--- src/rtl/radar_echo_pkg.sv ---
// Shared types and helpers for the radar echo responder: FSM encoding, default timing
// constants and the saturating range update used by the moving-target model.
package radar_echo_pkg;

  typedef enum logic [2:0] {
    ST_IDLE,
    ST_COMPUTE,
    ST_WAIT_FALL,
    ST_DELAY,
    ST_ECHO
  } state_e;

  localparam int unsigned MM_PER_DELAY_DFLT = 150000;
  localparam int unsigned MAX_DELAY_DFLT    = 2000;

  // range - speed, with speed as two's complement, clamped to [0, 32'hFFFF_FFFF].
  function automatic logic [31:0] sat_sub32(input logic [31:0] range,
                                            input logic [31:0] speed);
    logic [33:0] diff;
    diff = {2'b00, range} - {{2{speed[31]}}, speed};
    if (diff[33])      return 32'h0000_0000;
    else if (diff[32]) return 32'hFFFF_FFFF;
    else               return diff[31:0];
  endfunction

endpackage

--- src/rtl/range_delay_div.sv ---
// 32-bit unsigned restoring divider, one quotient bit per cycle.
// done_o pulses 33 cycles after start_i; abort_i cancels an operation in flight.
module range_delay_div (
  input  logic        CLK,
  input  logic        RST,
  input  logic        start_i,
  input  logic        abort_i,
  input  logic [31:0] dividend_i,
  input  logic [31:0] divisor_i,
  output logic        done_o,
  output logic [31:0] quotient_o
);

  logic        busy_q, busy_d;
  logic        done_q, done_d;
  logic [4:0]  step_q, step_d;
  logic [31:0] rem_q, rem_d;
  logic [31:0] quo_q, quo_d;
  logic [31:0] div_q, div_d;
  logic [32:0] rem_shift, rem_trial;

  always_comb begin
    // NOTE: every signal gets a default before any branch so no path leaves it unassigned (no latch).
    busy_d    = busy_q;
    done_d    = 1'b0;
    step_d    = step_q;
    rem_d     = rem_q;
    quo_d     = quo_q;
    div_d     = div_q;
    rem_shift = {rem_q, quo_q[31]};
    rem_trial = rem_shift - {1'b0, div_q};

    if (abort_i) begin
      busy_d = 1'b0;
    end else if (start_i) begin
      busy_d = 1'b1;
      step_d = '0;
      rem_d  = '0;
      quo_d  = dividend_i;
      div_d  = divisor_i;
    end else if (busy_q) begin
      // Remainder stays below the divisor, so bit 32 of the trial acts as the borrow.
      if (!rem_trial[32]) begin
        rem_d = rem_trial[31:0];
        quo_d = {quo_q[30:0], 1'b1};
      end else begin
        rem_d = rem_shift[31:0];
        quo_d = {quo_q[30:0], 1'b0};
      end
      step_d = step_q + 5'd1;
      if (step_q == 5'd31) begin
        busy_d = 1'b0;
        done_d = 1'b1;
      end
    end
  end

  always_ff @(posedge CLK or posedge RST) begin
    if (RST) begin
      busy_q <= 1'b0;
      done_q <= 1'b0;
      step_q <= '0;
      rem_q  <= '0;
      quo_q  <= '0;
      div_q  <= '0;
    end else begin
      // NOTE: non-blocking updates so every register samples pre-edge values, independent of order.
      busy_q <= busy_d;
      done_q <= done_d;
      step_q <= step_d;
      rem_q  <= rem_d;
      quo_q  <= quo_d;
      div_q  <= div_d;
    end
  end

  assign done_o     = done_q;
  assign quotient_o = quo_q;

endmodule

--- src/rtl/radar_echo_responder.sv ---
// Target-side responder: models a moving target's range and answers each radar trigger
// with an echo pulse delayed by the round-trip time of the range snapshot taken at the rise.
module radar_echo_responder
  import radar_echo_pkg::*;
#(
  parameter int unsigned CYC_PER_MS   = 1000,
  parameter int unsigned MM_PER_DELAY = MM_PER_DELAY_DFLT,
  parameter int unsigned ECHO_WIDTH   = 10,
  parameter int unsigned MAX_DELAY    = MAX_DELAY_DFLT,
  parameter int unsigned MIN_PULSE    = 34
) (
  input  logic        CLK,
  input  logic        RST,
  input  logic        target_load,
  input  logic [31:0] target_init_range_mm,
  input  logic [31:0] closing_speed_mps,
  input  logic        radar_pulse_trigger,
  output logic        radar_echo,
  output logic [31:0] target_range_mm,
  output logic [31:0] echo_delay_us,
  output logic        echo_busy,
  output logic        no_echo,
  output logic        pulse_dropped
);

  localparam int PW = $clog2(CYC_PER_MS);
  localparam int HW = $clog2(MIN_PULSE + 1);

  state_e          state_q, state_d;
  logic            trig_q;
  logic [PW-1:0]   pre_q, pre_d;
  logic [31:0]     range_q, range_d;
  logic [HW-1:0]   hi_q, hi_d;
  logic [31:0]     cnt_q, cnt_d;
  logic [31:0]     delay_q, delay_d;
  logic            no_echo_q, no_echo_d;
  logic            drop_q, drop_d;
  logic            rise, fall, wrap;
  logic            div_start, div_abort, div_done;
  logic [31:0]     div_quot;

  assign rise = radar_pulse_trigger & ~trig_q;
  assign fall = ~radar_pulse_trigger & trig_q;
  assign wrap = (pre_q == PW'(CYC_PER_MS - 1));

  // One prescaler wrap per millisecond: m/s over 1 ms is exactly mm.
  always_comb begin
    pre_d   = wrap ? '0 : pre_q + PW'(1);
    range_d = range_q;
    if (target_load)  range_d = target_init_range_mm;
    else if (wrap)    range_d = sat_sub32(range_q, closing_speed_mps);
    hi_d = hi_q;
    if (rise)                                          hi_d = HW'(1);
    else if (radar_pulse_trigger && hi_q < HW'(MIN_PULSE)) hi_d = hi_q + HW'(1);
  end

  range_delay_div u_div (
    .CLK        (CLK),
    .RST        (RST),
    .start_i    (div_start),
    .abort_i    (div_abort),
    .dividend_i (range_q),
    .divisor_i  (32'(MM_PER_DELAY)),
    .done_o     (div_done),
    .quotient_o (div_quot)
  );

  always_comb begin
    state_d   = state_q;
    cnt_d     = cnt_q;
    delay_d   = delay_q;
    no_echo_d = 1'b0;
    drop_d    = 1'b0;
    div_start = 1'b0;
    div_abort = 1'b0;

    if (rise && state_q != ST_IDLE) drop_d = 1'b1;

    case (state_q)
      ST_IDLE: begin
        if (rise) begin
          div_start = 1'b1;
          state_d   = ST_COMPUTE;
        end
      end
      ST_COMPUTE: begin
        if (fall) begin
          drop_d    = 1'b1;
          div_abort = 1'b1;
          state_d   = ST_IDLE;
        end else if (div_done) begin
          delay_d = div_quot;
          state_d = ST_WAIT_FALL;
        end
      end
      ST_WAIT_FALL: begin
        if (fall) begin
          if (hi_q < HW'(MIN_PULSE)) begin
            drop_d  = 1'b1;
            state_d = ST_IDLE;
          end else if (delay_q > 32'(MAX_DELAY)) begin
            no_echo_d = 1'b1;
            state_d   = ST_IDLE;
          end else if (delay_q == '0) begin
            cnt_d   = 32'(ECHO_WIDTH - 1);
            state_d = ST_ECHO;
          end else begin
            // Counter reaches zero in cycle F+delay, so the echo starts in F+1+delay.
            cnt_d   = delay_q - 32'd1;
            state_d = ST_DELAY;
          end
        end
      end
      ST_DELAY: begin
        if (cnt_q == '0) begin
          cnt_d   = 32'(ECHO_WIDTH - 1);
          state_d = ST_ECHO;
        end else begin
          cnt_d = cnt_q - 32'd1;
        end
      end
      ST_ECHO: begin
        if (cnt_q == '0) state_d = ST_IDLE;
        else             cnt_d   = cnt_q - 32'd1;
      end
      default: state_d = ST_IDLE;
    endcase
  end

  always_ff @(posedge CLK or posedge RST) begin
    if (RST) begin
      state_q   <= ST_IDLE;
      trig_q    <= 1'b0;
      pre_q     <= '0;
      range_q   <= '0;
      hi_q      <= '0;
      cnt_q     <= '0;
      delay_q   <= '0;
      no_echo_q <= 1'b0;
      drop_q    <= 1'b0;
    end else begin
      state_q   <= state_d;
      trig_q    <= radar_pulse_trigger;
      pre_q     <= pre_d;
      range_q   <= range_d;
      hi_q      <= hi_d;
      cnt_q     <= cnt_d;
      delay_q   <= delay_d;
      no_echo_q <= no_echo_d;
      drop_q    <= drop_d;
    end
  end

  assign radar_echo      = (state_q == ST_ECHO);
  assign echo_busy       = (state_q != ST_IDLE);
  assign target_range_mm = range_q;
  assign echo_delay_us   = delay_q;
  assign no_echo         = no_echo_q;
  assign pulse_dropped   = drop_q;

endmodule

--- config.mk ---
export PLATFORM = sky130hd
export DESIGN_NAME = radar_echo_responder
export DESIGN_NICKNAME = d
export VERILOG_FILES = /design/src/rtl/radar_echo_pkg.sv /design/src/rtl/range_delay_div.sv /design/src/rtl/radar_echo_responder.sv
export SDC_FILE = /design/constraint.sdc
export NUM_CORES = 1
export LEC_CHECK = 0
export ABC_CLOCK_PERIOD_IN_PS = 10600
export CAP_MARGIN = 20
export CORE_MARGIN = 2
export CORE_UTILIZATION = 58
export DETAILED_ROUTE_END_ITERATION = 8
export PLACE_DENSITY = 0.85
export SLEW_MARGIN = 20
export SYNTH_ARGS = -nofsm -noshare
export SYNTH_HDL_FRONTEND = slang
export SYNTH_SLANG_ARGS = --single-unit
--- constraint.sdc ---
create_clock -name CLK -period 10.6 [get_ports CLK]
set_input_delay 3.18 -clock CLK [delete_from_list [all_inputs] [get_ports CLK]]
set_output_delay 3.18 -clock CLK [all_outputs]
set_load 0.02 [all_outputs]
==> impl_metrics.yaml <==
route:
  wl_mm: 31.5
  post_drt_wl_per_cell_um: 17.1
  vias: 11200
  firstDrtPassIters: 5
  drtIter0Drc: 856
  drcViolationCount: 0
  viasPerCell: 6.08
  antenna_left: 0
run:
  drv_cap: 0
logic_synthesis:
  synth-simple-area-share_pct: 21.5
  ys_seq_elements: 190
  ys.warnings.count: 0
  synth_xor_area_share_pct: 6.40
  synth_fa_ha_area_share_pct: 5.26
  yosysSeqAreaShare_pct: 39.0
  async_reset_ff_share_pct: 100
  ys_types: 78
  synth_compound_area_share_pct: 19.5
  synth_top_area_share_pct: 39.0
  synth_nets: 1582
  synth.avg_cell_area_sq_um: 8.32
  synth_mux_area_share_pct: 3.71
  synth_top_area_cell: "dfrtp_1"
  synthCells: 1464
  synth.area.top_cells: "dfrtp_1, nand2_1, nor2_1, ha_1, o21ai_0"
  synth-edff-count: 0
  synth_top_family_by_area: "simple AND/OR/NAND/NOR gates"
  synth.cell_area_sq_mm: 0.0122
  synth_ff_type: "dfrtp_1"
die:
  dieArea_sq_mm: 0.0222
  die_w_um: 149
  fp.dieH_um: 149
  boundaryPins: 136
  core-area_sq_mm: 0.0208
  num_rows: 53
  start_util_pct: 58.5
place:
  dpl-instance-area_sq_mm: 0.0137
  dp_hpwl_mm: 22.4
  gp_congestion: 0.983
  port_buffers: 135
  post-place-cells: 1815
cts:
  cts_root_buf: "clkbuf_16"
  cts_hold_buf: 0
  cts_resized: 0
  cts_setup_buffers: 0
  cts.clk_slew.worst_paths_ps: 70
  clk_latency_ps: 440
  cts.path.max_buffers: 2
  htreeDepth: 4
  cts_sinks: 190
  cts_tree: "built"
  cts_made_buffers: 17
sta:
  slew-limit-headroom_pct: 32.1
  setup_tns_ps: 0
  hold_viol: 0
  rsz0062_at_grt: "false"
  tightest_slew_ps: 1020
  fmax_ghz: 0.152
  min_period_over_period_pct: 61.9
  min_period_ps: 6560
  finalClockSkew_ps: 8.83
  slew_violations: 0
  setup_viol: 0
min_path:
  min_path_type: "flip-flop to flip-flop"
worst_setup_path:
  cp_data_arrival_time_ps: 6910
  end_kind: "flip-flop"
  startpoint_type: "input port"
  cp_max_fo: 18
  critPathRequiredTime_ps: 10950
  critPathKind: "input port to flip-flop"
global_route:
  grt_pass1_wl_mm: 52.4
  use_met1_pct: 39.2
  grt-busiest-layer: "met2"
  overflow: 0
  gr-usage-met2_pct: 47.1
  grt_max_degree: 99
  antenna_found_initial: 0
  groute.layer.met3.usage_pct: 5.93
  grt_pass1_vias: 10900
  track_usage_pct: 29.1
final_layout:
  antennaDiodeCount: 0
  nets: 1677
  drive_gt1_share_pct: 6.94
  syn2layout_area_growth_pct: 17.3
  layout_commonest_cell: "nand2_1"
  layout_common_cells: "nand2_1, nor2_1, dfrtp_1"
  design_area_sq_mm: 0.0143
  fin_cells: 1846
power:
  power.density_mw_per_mm2: 208
  p_seq_share_pct: 37.2
  intPower_mw: 1.78
  clkPwrFrac_pct: 22.6
  power_leakage_nw: 6.55
  power_mw: 2.97
  comb_power_share_pct: 40.2
  ir_drop_mv: 0.143
  switchingPower_mw: 1.19
  sw_frac_of_total_pct: 40.1
run_status:
  status: "complete, no violations"
==> layout make-up <==
type	instances	area, sq um
clock buffers	20	457
clock inverters	11	156
fillers	1623	6550
inverters	67	256
multi-input cells	1136	6870
flip-flops and latches	190	4750
well taps	275	344
repair buffers	147	1440
==> cells by family (layout without fill, tap and decap cells) <==
family,after synthesis,in the layout
multiplexers,41,41
AO/OA/AOI/OAI,390,390
AND/OR/NAND/NOR,566,566
buffers and inverters,138,245
XOR/XNOR,89,89
adder cells (fa/ha/maj),50,50
flip-flops,190,190
==> metrics by stage <==
stage	setup WS (ps)	util [%]	hold slack (ps)
3_3_place_gp	3840	65.6	450
2_1_floorplan	2250	-	433
4_1_cts	4110	68.6	465
3_5_place_dp	3670	65.6	456
6_report	4040	68.6	461
5_1_grt	3810	68.6	502
==> cells in the mapped netlist (33+ instances only) <==
master	count
clkbuf_1	47
xnor2_1	47
nor2_1	193
inv_1	67
a21oi_1	109
nand2_1	207
xor2_1	42
a31oi_1	42
mux2_2	33
ha_1	48
dfrtp_1	190
o21ai_0	112
nor3_1	34
==> per-layer routing <==
| layer | part of all wire (%) | up-vias |
|---|---|---|
| met5 | 0 | - |
| met4 | 2.5 | 0 |
| met3 | 8.1 | 71 |
| met2 | 47 | 502 |
| met1 | 43 | 5340 |
| li1 | - | 5311 |
==> final timing paths <==
| check | startpoint | to | slack (ps) | cells after the start |
|---|---|---|---|---|
| max | closing_speed_mps[5] | target_range_mm[26]$_DFFE_PP0P_ | 4040 | 13 |
| min | pre_q[0]$_DFF_PP0_ | pre_q[0]$_DFF_PP0_ | 460 | 1 |
| max in group asynchronous | RST | u_div.quotient_o[2]$_DFFE_PP0P_ | 5550 | 4 |
| min in group asynchronous | RST | hi_q[2]$_DFFE_PP0P_ | 3280 | 2 |
| min reg2reg | pre_q[0]$_DFF_PP0_ | pre_q[0]$_DFF_PP0_ | 460 | 1 |
| max reg2reg | target_range_mm[5]$_DFFE_PP0P_ | target_range_mm[26]$_DFFE_PP0P_ | 6800 | 11 |
==> power by group through the flow <==
stage                     clock network (mW)  logic (mW)  registers (mW)
final                                  0.671        1.19            1.11
after floorplan                            0       0.932            1.06
after detailed placement                   0        1.18            1.11
after global routing                   0.706        1.34            1.13
after global placement                     0        1.13            1.10
after CTS                              0.674        1.19            1.10
==> critical path, cell delays in order <==
cell and delay, ps:
clkdlybuf4s50_1 460, inv_1 40, ha_1 350, a21o_1 230
or3_1 310, o22ai_1 400, o22a_1 290, o2bb2ai_1 210
o221ai_1 220, xnor2_2 550, buf_4 360, inv_1 110
a31oi_1 180
==> sequential cells by signal, summed over array words and instances, names as in the netlist <==
signal and count:
u_div.done_o 1, u_div.step_q 5, echo_delay_us 32, u_div.busy_q 1, state_q 3, u_div.div_q 1, target_range_mm 32, cnt_q 32
no_echo 1, u_div.quotient_o 32, hi_q 6, pre_q 10, trig_q 1, pulse_dropped 1, u_div.rem_q 32
Note: power is estimated with default switching activity, not from simulation.
